--- config.mk ---
export PLATFORM = sky130hd
export DESIGN_NAME = sid_bus_n
export DESIGN_NICKNAME = d
export VERILOG_FILES = /design/src/rtl/sid_bus_n.sv
export SDC_FILE = /design/constraint.sdc
export NUM_CORES = 1
export LEC_CHECK = 0
export ABC_AREA = 1
export CORE_AREA = 2 2 238 240
export DETAILED_ROUTE_END_ITERATION = 7
export DIE_AREA = 0 0 240 242
export PLACE_DENSITY = 0.66
export SETUP_SLACK_MARGIN = 0.2
export SYNTH_ARGS = -nofsm -noshare
export SYNTH_HDL_FRONTEND = slang
export SYNTH_SLANG_ARGS = --single-unit
export TNS_END_PERCENT = 100
--- constraint.sdc ---
create_clock -name clk -period 1.7 [get_ports clk]
set_input_delay 0.34 -clock clk [delete_from_list [all_inputs] [get_ports clk]]
set_output_delay 0.34 -clock clk [all_outputs]
set_load 0.02 [all_outputs]
--- src/rtl/sid_bus_n.sv ---
// Multi-chip SID register bus front end: write-edge capture, per-chip register image, bus latch and model-select magic sequence.
// Optional build macro SID_BUS_DECAY_EN enables per-chip bus-latch decay after DECAY_CYCLES clocks.
module sid_bus_n #(
    parameter int unsigned N_SID        = 2,
    parameter int unsigned DECAY_CYCLES = 2000
) (
    input  logic                 clk,
    input  logic                 rst_n,
    input  logic [4:0]           bus_addr,
    input  logic [N_SID-1:0]     bus_cs,
    input  logic                 bus_we,
    input  logic                 bus_oe,
    input  logic [7:0]           bus_data_i,
    output logic [7:0]           bus_data_o,
    input  logic [N_SID*32-1:0]  rd_i,
    output logic [N_SID*256-1:0] regs_o,
    output logic [N_SID-1:0]     model_o
);

    typedef enum logic [1:0] {
        IDLE,
        GOT_S,
        GOT_I
    } magic_t;

    if (N_SID < 1 || N_SID > 4) begin : g_bad_n_sid
        $error("sid_bus_n: N_SID must be 1..4");
    end
    if (DECAY_CYCLES < 2) begin : g_bad_decay
        $error("sid_bus_n: DECAY_CYCLES must be >= 2");
    end

    logic             we_q;
    logic             wr_stb;
    logic             rd_stb;
    logic             rd_any;
    logic             rd_live;
    logic [N_SID-1:0] sel_oh;
    logic [31:0]      sel_rd;
    logic [7:0]       sel_latch;
    logic [7:0]       rd_byte;
    logic [N_SID-1:0] latch_ld;
    logic [7:0]       latch_val;
    logic [N_SID-1:0] model_ld;

    logic [7:0] regs  [N_SID][32];
    logic [7:0] latch [N_SID];
    magic_t     state    [N_SID];
    magic_t     state_nx [N_SID];

    assign wr_stb = bus_we & ~we_q;
    assign rd_stb = bus_oe & ~bus_we & rd_any;
    assign rd_live = (bus_addr >= 5'h19) && (bus_addr <= 5'h1C);

    // Lowest-index selected chip wins a read
    always_comb begin
        rd_any    = 1'b0;
        sel_oh    = '0;
        sel_rd    = '0;
        sel_latch = '0;
        for (int unsigned k = 0; k < N_SID; k++) begin
            if (bus_cs[k] && !rd_any) begin
                rd_any    = 1'b1;
                sel_oh[k] = 1'b1;
                sel_rd    = rd_i[32*k +: 32];
                sel_latch = latch[k];
            end
        end
    end

    always_comb begin
        case (bus_addr)
            5'h19:   rd_byte = sel_rd[31:24];
            5'h1A:   rd_byte = sel_rd[23:16];
            5'h1B:   rd_byte = sel_rd[15:8];
            5'h1C:   rd_byte = sel_rd[7:0];
            default: rd_byte = sel_latch;
        endcase
    end

    always_comb begin
        latch_val = wr_stb ? bus_data_i : rd_byte;
        for (int unsigned k = 0; k < N_SID; k++) begin
            latch_ld[k] = (wr_stb && bus_cs[k]) || (rd_stb && sel_oh[k] && rd_live);
        end
    end

    always_comb begin
        for (int unsigned k = 0; k < N_SID; k++) begin
            state_nx[k] = state[k];
            model_ld[k] = 1'b0;
            if (wr_stb && bus_cs[k]) begin
                if (bus_addr == 5'h1D && bus_data_i == 8'h53) begin
                    state_nx[k] = GOT_S;
                end else if (state[k] == GOT_S && bus_addr == 5'h1E && bus_data_i == 8'h49) begin
                    state_nx[k] = GOT_I;
                end else begin
                    state_nx[k] = IDLE;
                    model_ld[k] = (state[k] == GOT_I) && (bus_addr == 5'h1F);
                end
            end
        end
    end

    always_ff @(posedge clk or negedge rst_n) begin
        if (!rst_n) begin
            we_q       <= 1'b0;
            bus_data_o <= '0;
            model_o    <= '0;
            for (int unsigned k = 0; k < N_SID; k++) begin
                state[k] <= IDLE;
                for (int unsigned a = 0; a < 32; a++) begin
                    regs[k][a] <= '0;
                end
            end
        end else begin
            we_q <= bus_we;
            if (rd_stb) begin
                bus_data_o <= rd_byte;
            end
            for (int unsigned k = 0; k < N_SID; k++) begin
                state[k] <= state_nx[k];
                if (model_ld[k]) begin
                    model_o[k] <= bus_data_i[0];
                end
                if (wr_stb && bus_cs[k]) begin
                    regs[k][bus_addr] <= bus_data_i;
                end
            end
        end
    end

`ifdef SID_BUS_DECAY_EN
    logic [31:0] decay [N_SID];

    // A load always restarts the countdown; the latch clears on the 1 -> 0 step
    always_ff @(posedge clk or negedge rst_n) begin
        if (!rst_n) begin
            for (int unsigned k = 0; k < N_SID; k++) begin
                latch[k] <= '0;
                decay[k] <= '0;
            end
        end else begin
            for (int unsigned k = 0; k < N_SID; k++) begin
                if (latch_ld[k]) begin
                    latch[k] <= latch_val;
                    decay[k] <= 32'(DECAY_CYCLES);
                end else if (decay[k] == 32'd1) begin
                    latch[k] <= '0;
                    decay[k] <= '0;
                end else if (decay[k] != '0) begin
                    decay[k] <= decay[k] - 32'd1;
                end
            end
        end
    end
`else
    always_ff @(posedge clk or negedge rst_n) begin
        if (!rst_n) begin
            for (int unsigned k = 0; k < N_SID; k++) begin
                latch[k] <= '0;
            end
        end else begin
            for (int unsigned k = 0; k < N_SID; k++) begin
                if (latch_ld[k]) begin
                    latch[k] <= latch_val;
                end
            end
        end
    end
`endif

    // Byte 0x00 sits in the MSB byte of each chip slice
    always_comb begin
        regs_o = '0;
        for (int unsigned k = 0; k < N_SID; k++) begin
            for (int unsigned a = 0; a < 32; a++) begin
                regs_o[256*k + 255 - 8*a -: 8] = regs[k][a];
            end
        end
    end

endmodule

==> impl_metrics.py, run 1 <==
metrics = {
    "sta": {
        "final_period_minus_worst_setup_slack_ns": 1.603,
        "fmax_mhz": 624.0,
        "skew_ns": 0.01224,
        "fin_crit_sh_pct": 94.27,
        "setup-violations-final": 0,
        "finalHoldViolCount": 0,
        "slew_viol_final": 0,
        "fin_setup_tns_ns": 0,
        "rsz0062_at_grt": "true",
        "worst_pin_slew_ns": 0.4447,
        "max_slew_margin_pct": 70.36,
    },
    "placed_design": {
        "routabilityCongestion": 0.8570,
        "port_buffers": 604,
        "placed_area_mm2": 0.02905,
        "place.detailed.hpwl_um": 54170,
    },
    "logic_synthesis": {
        "yosysUniqueCellTypes": 27,
        "synth.cell_area_mm2": 0.02082,
        "syn_nets": 2227,
        "avgSynthCellArea_um2": 9.713,
        "yosysSeqAreaShare_pct": 65.25,
        "netlist.area_leader.share_pct": 65.25,
        "synth-warning-count": 0,
        "ys_top_cells_by_area": "dfrtp_1 65%, nand2_1 13%, o21ai_0 12%, nand2_4 1.6%, nand3_1 1.6%",
        "yosys.area.top_type": "dfrtp_1",
        "netlist_instances": 2144,
        "synth.ff_latch_count": 543,
    },
    "cells_and_area": {
        "seq_area_mm2": 0.01359,
        "layout-drive-gt1-share_pct": 31.13,
        "design_area_mm2": 0.02954,
        "multiInputGateArea_mm2": 0.006596,
        "fin_nets": 2957,
        "fillers": 5152,
        "syn_to_final_growth_pct": 41.85,
    },
    "critical_path": {
        "worstSetupEndpointType": "primary output",
        "crit_start": "regs_o[200]",
        "critPathSlowestCell": "dfrtp_1",
        "crit_arrival_ns": 1.26,
        "required_ns": 1.36,
        "reg2regPathDepth": 7,
        "slowest_delay_ns": 0.38,
        "cp_top_family": "flip-flops",
        "worst-path-buf-inv": 1,
        "worstSetupPathType": "flip-flop to primary output",
        "path_max_fanout": 2,
        "r2r_setup_slack_ns": 0.16,
        "crit_chain": "clkdlybuf4s15_1",
        "worst_r2r_endpoint": "regs_o[387]",
        "cp-start-kind": "flip-flop",
        "crit-reg2reg-launch": "we_q",
    },
    "grt": {
        "grt.total_usage_pct": 25.66,
        "use_met3_pct": 7.076,
        "antenna_found_initial": 7,
        "gr-total-overflow": 0,
        "grt-busiest-layer": "met2",
        "grt.met2_usage_pct": 42.95,
        "grt_pass1_vias": 18102,
        "use_met1_pct": 31.03,
        "grt_first_pass_wirelength_um": 112900,
        "grt_max_degree": 81,
    },
    "routing": {
        "antenna_left": 0,
        "drc": 0,
        "wirelength_um": 76800,
        "via_per_inst": 4.978,
        "drt-initial-drc-count": 1121,
        "firstDrtPassIters": 5,
        "wl_per_cell_um": 20.91,
        "routed-via-count": 18286,
    },
    "cts": {
        "cts_tree": "done",
        "clockRootBuffer": "clkbuf_16",
        "clkTransAtPathRegs_ns": 0.07,
        "numCtsBuffers": 54,
        "cts_sinks": 543,
        "clock_path_buffers": 3,
        "clk_latency_ns": 0.61,
        "htreeDepth": 2,
    },
    "floorplanning": {
        "ios": 605,
        "num_rows": 87,
        "start_util_pct": 37.37,
        "fp.dieArea_mm2": 0.05808,
        "core_area_mm2": 0.05573,
        "die_h_um": 242,
        "die_w_um": 240,
    },
    "power": {
        "peakVddDrop_uv": 939.0,
        "cellLeakagePower_nw": 15.41,
        "power_density_mw_per_mm2": 1091,
    },
    "flow_run": {
        "maxCapViolCount": 0,
    },
    "min_path": {
        "hold_class": "primary input to async pin",
    },
    "outcome": {
        "outcome": "finished, final reports clean",
    },
}
## state kept, by name, indices dropped and copies added (netlist names)
name and flops:
bus_data_o 8, latch 16, model_o 2, regs_o 512, state 4, we_q 1
## power by group
part           switching, W  internal [W]  leakage (nW)
registers          0.000715        0.0141          7.37
logic               0.00351       0.00205          7.19
clock network       0.00513       0.00677         0.848
## through the flow
step / total power (W) / setup WS (ns) / util, % / hold WS, ns / cells
CTS: 0.03256 / 0.01925 / 55.44 / 0.1495 / 3621
detailed placement: 0.02111 / -0.6307 / 52.11 / 0.2092 / 3518
finish: 0.03224 / 0.09740 / 53.00 / 0.2049 / 3673
global route: 0.03348 / 0.06600 / 52.99 / 0.1841 / 3671
global placement: 0.02098 / -0.6209 / 52.11 / 0.2091 / 3518
floorplan: 0.01739 / 0.2135 / - / 0.04441 / 2144
## layer usage
layer,share of wire [%],vias to the layer above
met5,0.078,-
met3,7.8,182
li1,-,8466
met2,48,687
met4,4.5,8
met1,39,8943
## layout make-up
cell class,count,share of cell area (%)
Sequential cell,543,46.00
Multi-Input combinational cell,1432,22.33
Timing Repair Buffer,814,22.13
Clock buffer,74,5.066
Tap cell,756,3.202
Clock inverter,22,0.8344
Inverter,28,0.3939
Antenna cell,3,0.02541
Timing Repair inverter,1,0.01694
## cell usage after synthesis
master	count
buf_4	4
buf_2	42
buf_6	1
nand2_2	14
nand3_2	1
nor2_2	2
o21ai_4	2
nand2_4	30
a21oi_4	1
nor2_4	4
nor2_1	46
inv_1	22
a31oi_1	8
inv_2	4
nand2_1	734
buf_1	3
o21ai_1	19
buf_12	3
dfrtp_1	543
o21ai_0	499
nand3_1	67
clkbuf_1	88
inv_4	1
nand4_1	1
nor3_1	2
nor4_1	2
clkinv_1	1
## how the worst max path moves through the flow
stage                     slack [ns]          end  depth (start not counted)
after floorplan                 0.21  regs_o[445]                          9
after global placement         -0.62  regs_o[115]                          9
after detailed placement       -0.63  regs_o[117]                          9
after CTS                       0.02   regs_o[34]                          1
after global routing            0.07  regs_o[251]                          1
final                            0.1  regs_o[200]                          1
## logic make-up after synthesis
family,after synthesis,share of synthesized area [%]
and+or+nand+nor,903,18.17
DFF,543,65.25
AOI/OAI and AO/OA,529,12.92
buffers and inverters,169,3.653
## layout by cell type (no fill, tap or decap), types with 9 or more instances in the layout
master / synthesis / layout
nor2_2: 2 / 13
clkbuf_1: 88 / 13
clkdlybuf4s15_2: 0 / 15
buf_6: 1 / 98
nand2_1: 734 / 729
o21ai_0: 499 / 494
nor2_1: 46 / 32
buf_12: 3 / 58
inv_2: 4 / 16
clkbuf_2: 0 / 295
nand2_4: 30 / 37
nand3_1: 67 / 64
buf_4: 4 / 147
buf_2: 42 / 111
clkinv_2: 0 / 9
clkbuf_16: 0 / 57
o21ai_1: 19 / 24
clkdlybuf4s50_1: 0 / 74
dfrtp_1: 543 / 543
nand2_2: 14 / 12
## worst register-to-register path: stages, from the launching register on
cell and delay [ns]:
dfrtp_1 0.40, nor2_4 0.14, nand2_4 0.10, inv_4 0.13, buf_12 0.24, nand2_4 0.20, nand2_1 0.11, o21ai_0 0.10
## repair_timing
action	in CTS	in global routing
cloned	0	4
endpoints found under the hold margin	393	0
resized for setup	1171	936
endpoints found under the setup margin	835	992
pin swaps	1	3
hold buffers	1	0
buffers inserted	6	45
No activity file was read; power rests on OpenSTA's default activity.
==> inputs of run 2 (changes only) <==
- CORE_AREA: 2 2 238 240 -> 2 2 236 238
- CTS_BUF_LIST: not set -> sky130_fd_sc_hd__clkbuf_4 sky130_fd_sc_hd__clkbuf_8
- CTS_CLUSTER_DIAMETER: not set -> 40
- DIE_AREA: 0 0 240 242 -> 0 0 238 240
- PLACE_DENSITY: 0.66 -> 0.67
==> run 2 against run 1 <==
Fmax rose by 0.41%. Worst setup slack improved by 0.0065 ns. Utilization rose by 6.2 points. Combinational power rose by 16%. Clock skew rose by 0.029 ns. Non-clock buffer count rose by 120. Largest cell class unchanged.
==> impl_metrics.py, run 2 (same netlist as run 1, synthesis figures left out) <==
metrics = {
    "grt": {
        "antenna_found_initial": 5,
        "grt_max_degree": 68,
        "grt.total_usage_pct": 26.06,
        "gr-total-overflow": 0,
        "grt_pass1_vias": 18437,
        "grt_first_pass_wirelength_um": 112500,
    },
    "sta": {
        "max_slew_margin_pct": 72.54,
        "worst_pin_slew_ns": 0.4119,
        "skew_ns": 0.04151,
        "setup_ws_ns": 0.1039,
        "slew_viol_final": 0,
        "rsz0062_at_grt": "true",
        "setup-violations-final": 0,
        "fin_crit_sh_pct": 93.89,
        "finalHoldViolCount": 0,
        "hold-worst-slack_ns": 0.1372,
        "fmax_mhz": 626.5,
        "final_period_minus_worst_setup_slack_ns": 1.596,
    },
    "cells_and_area": {
        "fillers": 4629,
        "fin_nets": 3123,
        "final_common_cell": "nand2_1",
        "syn_to_final_growth_pct": 55.34,
        "largest_reg_flops": 512,
        "most-common-layout-cells": "726 x nand2_1, 543 x dfrtp_1, 487 x o21ai_0",
        "fin_util_pct": 59.18,
        "layout-drive-gt1-share_pct": 35.93,
    },
    "cts": {
        "clockRootBuffer": "clkbuf_8",
        "clkTransAtPathRegs_ns": 0.07,
        "numCtsBuffers": 96,
        "clock_path_buffers": 3,
        "htreeDepth": 3,
        "cts_sinks": 543,
        "cts_tree": "done",
        "clk_latency_ns": 0.68,
    },
    "floorplanning": {
        "ios": 605,
        "die_h_um": 240,
        "fp.dieArea_mm2": 0.05712,
        "start_util_pct": 38.10,
        "die_w_um": 238,
        "core_area_mm2": 0.05466,
        "num_rows": 86,
    },
    "routing": {
        "drc": 0,
        "wl_per_cell_um": 20.69,
        "wirelength_um": 78990,
        "routed-via-count": 19043,
        "drt-initial-drc-count": 1058,
        "via_per_inst": 4.988,
        "firstDrtPassIters": 5,
        "antenna_left": 0,
    },
    "critical_path": {
        "worstSetupPathType": "flip-flop to primary output",
        "cp_top_family": "flip-flops",
        "crit_arrival_ns": 1.26,
        "crit_chain": "buf_6",
        "worst-path-buf-inv": 1,
        "worstSetupEndpointType": "primary output",
        "slowest_delay_ns": 0.42,
        "path_max_fanout": 2,
        "critPathSlowestCell": "dfrtp_1",
        "crit-reg2reg-launch": "we_q",
        "crit_start": "regs_o[489]",
        "required_ns": 1.36,
        "r2r_setup_slack_ns": 0.22,
        "cp-start-kind": "flip-flop",
    },
    "placed_design": {
        "routabilityCongestion": 0.8771,
        "place_ws_ns": -0.5654,
        "port_buffers": 604,
        "place.detailed.hpwl_um": 54000,
    },
    "power": {
        "sequentialPowerShare_pct": 42.9,
        "power_density_mw_per_mm2": 1070,
        "p_int_w": 0.02473,
        "combPwrFrac_pct": 18.6,
        "swShare_pct": 28.55,
        "peakVddDrop_uv": 707.6,
        "power_w": 0.03461,
        "p_clk_share_pct": 38.5,
        "cellLeakagePower_nw": 16.62,
        "power.net_switching_w": 0.009883,
    },
    "min_path": {
        "hold_class": "primary input to async pin",
    },
    "flow_run": {
        "maxCapViolCount": 0,
    },
    "outcome": {
        "outcome": "finished, final reports clean",
    },
}
## run 2: path summary, 6_finish.rpt
path                          endpoint  depth (start not counted)
setup / recovery           regs_o[489]                          1
hold / removal             regs_o[495]                          2
setup reg to reg           regs_o[209]                          8
hold reg to reg              regs_o[4]                          2
max in group asynchronous  regs_o[308]                          4
min in group clk                  we_q                          2
## run 2: power groups by stage
stage | Clock, W | Combinational [W] | Sequential [W]
final | 0.0133 | 0.00645 | 0.0148
after global routing | 0.0141 | 0.00687 | 0.0149
after CTS | 0.0135 | 0.00544 | 0.0147
after detailed placement | 0 | 0.00620 | 0.0149
after global placement | 0 | 0.00611 | 0.0149
after floorplan | 0 | 0.00124 | 0.0161
## run 2: stage by stage
| stage | instance area [um2] | setup TNS, ns | std cells |
|---|---|---|---|
| after floorplan | 20830 | 0 | 2144 |
| after global placement | 29140 | -192.74 | 3485 |
| after detailed placement | 29140 | -212.66 | 3485 |
| after CTS | 29300 | 0 | 3674 |
| after global routing | 32340 | 0 | 3816 |
| final | 32350 | 0 | 3818 |
## run 2: cell type report
class                           instances  area [um2]  area share, %
Sequential cell                       543       13590          42.01
Timing Repair Buffer                  934        8781          27.14
Multi-Input combinational cell       1436        6799          21.02
Clock buffer                          149        1882          5.817
Tap cell                              704       880.8          2.723
Clock inverter                         21       274.0         0.8471
Inverter                               28       122.6         0.3791
Timing Repair inverter                  1       16.27        0.05028
Antenna cell                            2       5.005        0.01547
## run 2: timing repair
action,CTS,global route
endpoints found under the setup margin,706,1019
gates resized for setup,2309,607
buffers inserted,18,133
hold endpoints to repair,305,0
hold buffers,1,0
pin swaps,0,10
cloned,0,9
## run 2: metal layers
layer,part of all wire (%),wire length [um],up-vias,GRT usage [%]
li1,-,-,8818,-
met1,40,31680,9294,32.84
met2,48,38150,745,42.82
met3,7.4,5881,180,6.464
met4,4.1,3238,6,11.40
met5,0.057,45,-,0
==> inputs of run 3 (changes only) <==
- CORE_AREA: 2 2 236 238 -> 2 2 244 222
- DIE_AREA: 0 0 238 240 -> 0 0 246 224
- PLACE_DENSITY: 0.67 -> 0.69
==> run 3 against run 2 <==
First-iteration DRC count rose by 9.3%. Register-to-register slack got worse by 0.04 ns. Non-clock buffer count rose by 2. Fmax fell by 2.2%. Clock power barely moved. Critical path depth did not move. Count of clock-buffer cells in the layout fell by 5. Flip-flop and latch count did not move. Clock skew fell by 0.015 ns. Total power barely moved. Final area fell by 1.5%. Wire length fell by 0.78%. Critical path type unchanged. Largest power group unchanged. Highest routed layer unchanged.
==> impl_metrics.py, run 3 (same netlist as run 1, synthesis figures left out) <==
metrics = {
    "outcome": {
        "outcome": "finished, final reports clean",
    },
    "floorplanning": {
        "die_h_um": 224,
        "start_util_pct": 39.63,
        "num_rows": 80,
        "fp.dieArea_mm2": 0.05510,
        "core_area_mm2": 0.05255,
        "ios": 605,
        "die_w_um": 246,
    },
    "cells_and_area": {
        "fin_util_pct": 60.61,
        "syn_to_final_growth_pct": 52.95,
        "fin_nets": 3118,
        "most-common-layout-cells": "733 x nand2_1, 543 x dfrtp_1, 495 x o21ai_0",
        "largest_reg_flops": 512,
        "layout-drive-gt1-share_pct": 35.24,
        "final_common_cell": "nand2_1",
    },
    "grt": {
        "grt_first_pass_wirelength_um": 112500,
        "gr-total-overflow": 0,
        "grt.total_usage_pct": 26.87,
        "grt_pass1_vias": 18197,
        "antenna_found_initial": 4,
        "grt_max_degree": 74,
    },
    "sta": {
        "worst_pin_slew_ns": 0.4895,
        "setup_ws_ns": 0.06723,
        "slew_viol_final": 0,
        "skew_ns": 0.02679,
        "fin_setup_tns_ns": 0,
        "rsz0062_at_grt": "true",
        "fin_crit_sh_pct": 96.05,
        "setup-violations-final": 0,
        "max_slew_margin_pct": 67.37,
        "final_period_minus_worst_setup_slack_ns": 1.633,
        "fmax_mhz": 612.5,
        "hold-worst-slack_ns": 0.1871,
        "finalHoldViolCount": 0,
    },
    "cts": {
        "cts_tree": "done",
        "cts_sinks": 543,
        "clockRootBuffer": "clkbuf_8",
        "clk_latency_ns": 0.69,
        "htreeDepth": 3,
        "numCtsBuffers": 94,
        "clkTransAtPathRegs_ns": 0.06,
        "clock_path_buffers": 3,
    },
    "critical_path": {
        "cp-start-kind": "flip-flop",
        "cp_top_family": "flip-flops",
        "crit_start": "regs_o[25]",
        "worstSetupEndpointType": "primary output",
        "path_max_fanout": 2,
        "crit-reg2reg-launch": "we_q",
        "slowest_delay_ns": 0.44,
        "required_ns": 1.36,
        "crit_chain": "buf_6",
        "worstSetupPathType": "flip-flop to primary output",
        "critPathSlowestCell": "dfrtp_1",
        "worst-path-buf-inv": 1,
        "crit_arrival_ns": 1.29,
    },
    "min_path": {
        "hold_class": "primary input to async pin",
    },
    "routing": {
        "drc": 0,
        "wl_per_cell_um": 20.57,
        "firstDrtPassIters": 5,
        "antenna_left": 0,
        "routed-via-count": 19145,
        "drt-initial-drc-count": 1156,
        "via_per_inst": 5.025,
        "wirelength_um": 78370,
    },
    "placed_design": {
        "place_ws_ns": -0.5139,
        "routabilityCongestion": 0.8761,
        "port_buffers": 604,
        "place.detailed.hpwl_um": 52960,
    },
    "power": {
        "peakVddDrop_uv": 965.5,
        "cellLeakagePower_nw": 16.60,
        "power_density_mw_per_mm2": 1086,
        "power_w": 0.03458,
    },
    "flow_run": {
        "maxCapViolCount": 0,
    },
}
-- run 3: changes by cell type in the layout (fill, tap and decap cells not counted), moves of 9 or more --
cell,previous run,this run
buf_4,262,286
buf_12,60,40
nand2_8,18,2
buf_2,200,185
clkbuf_8,122,108
buf_6,324,337
nor2_1,33,44
nor2_2,14,4
clkbuf_4,27,36
nand2_4,25,34
-- run 3: final cells by class --
class	count	area, um2
fillers	4420	20700
clock inverters	27	354.1
diodes	3	7.507
inverters	28	120.1
multi-input cells	1432	6531
repair buffers	936	8622
flip-flops and latches	543	13590
clock buffers	144	1757
well taps	697	872.1
-- run 3: final timing paths --
kind                                to  slack (ns)  cells past startpoint
max                         regs_o[25]        0.07                      1
min                        regs_o[438]        0.19                      2
max reg2reg                regs_o[100]        0.18                      7
min reg2reg                  latch[15]        0.48                      2
max in group asynchronous   regs_o[94]        0.70                      3
min in group clk                  we_q        0.33                      2
-- run 3: repair_timing --
item,in CTS,in global routing
pin swaps,0,1
setup buffers,17,151
resized for setup,2240,686
hold buffers,1,0
endpoints found under the setup margin,644,988
hold endpoints to repair,303,0
gates cloned,0,5
-- run 3: metrics by stage --
step | std cells | instance area (um2)
6_report | 3810 | 31850
3_3_place_gp | 3462 | 28780
4_1_cts | 3651 | 28710
2_1_floorplan | 2144 | 20830
5_1_grt | 3810 | 31850
3_5_place_dp | 3462 | 28780
-- run 3: per-layer routing --
layer  wire, um  up-vias  global-route usage [%]  part of all wire, %
li1           -     8809                       -                    -
met1      32020     9413                   34.73                   41
met2      37340      746                   43.35                   48
met3       6065      175                   7.332                  7.7
met4       2929        2                   9.717                  3.7
met5         16        -                       0                0.020
-- run 3: where the power goes --
part | internal [W] | total, W | switching (W)
sequential | 0.0141 | 0.0149 | 0.000817
combinational | 0.00289 | 0.00645 | 0.00356
clock | 0.00771 | 0.0133 | 0.00555
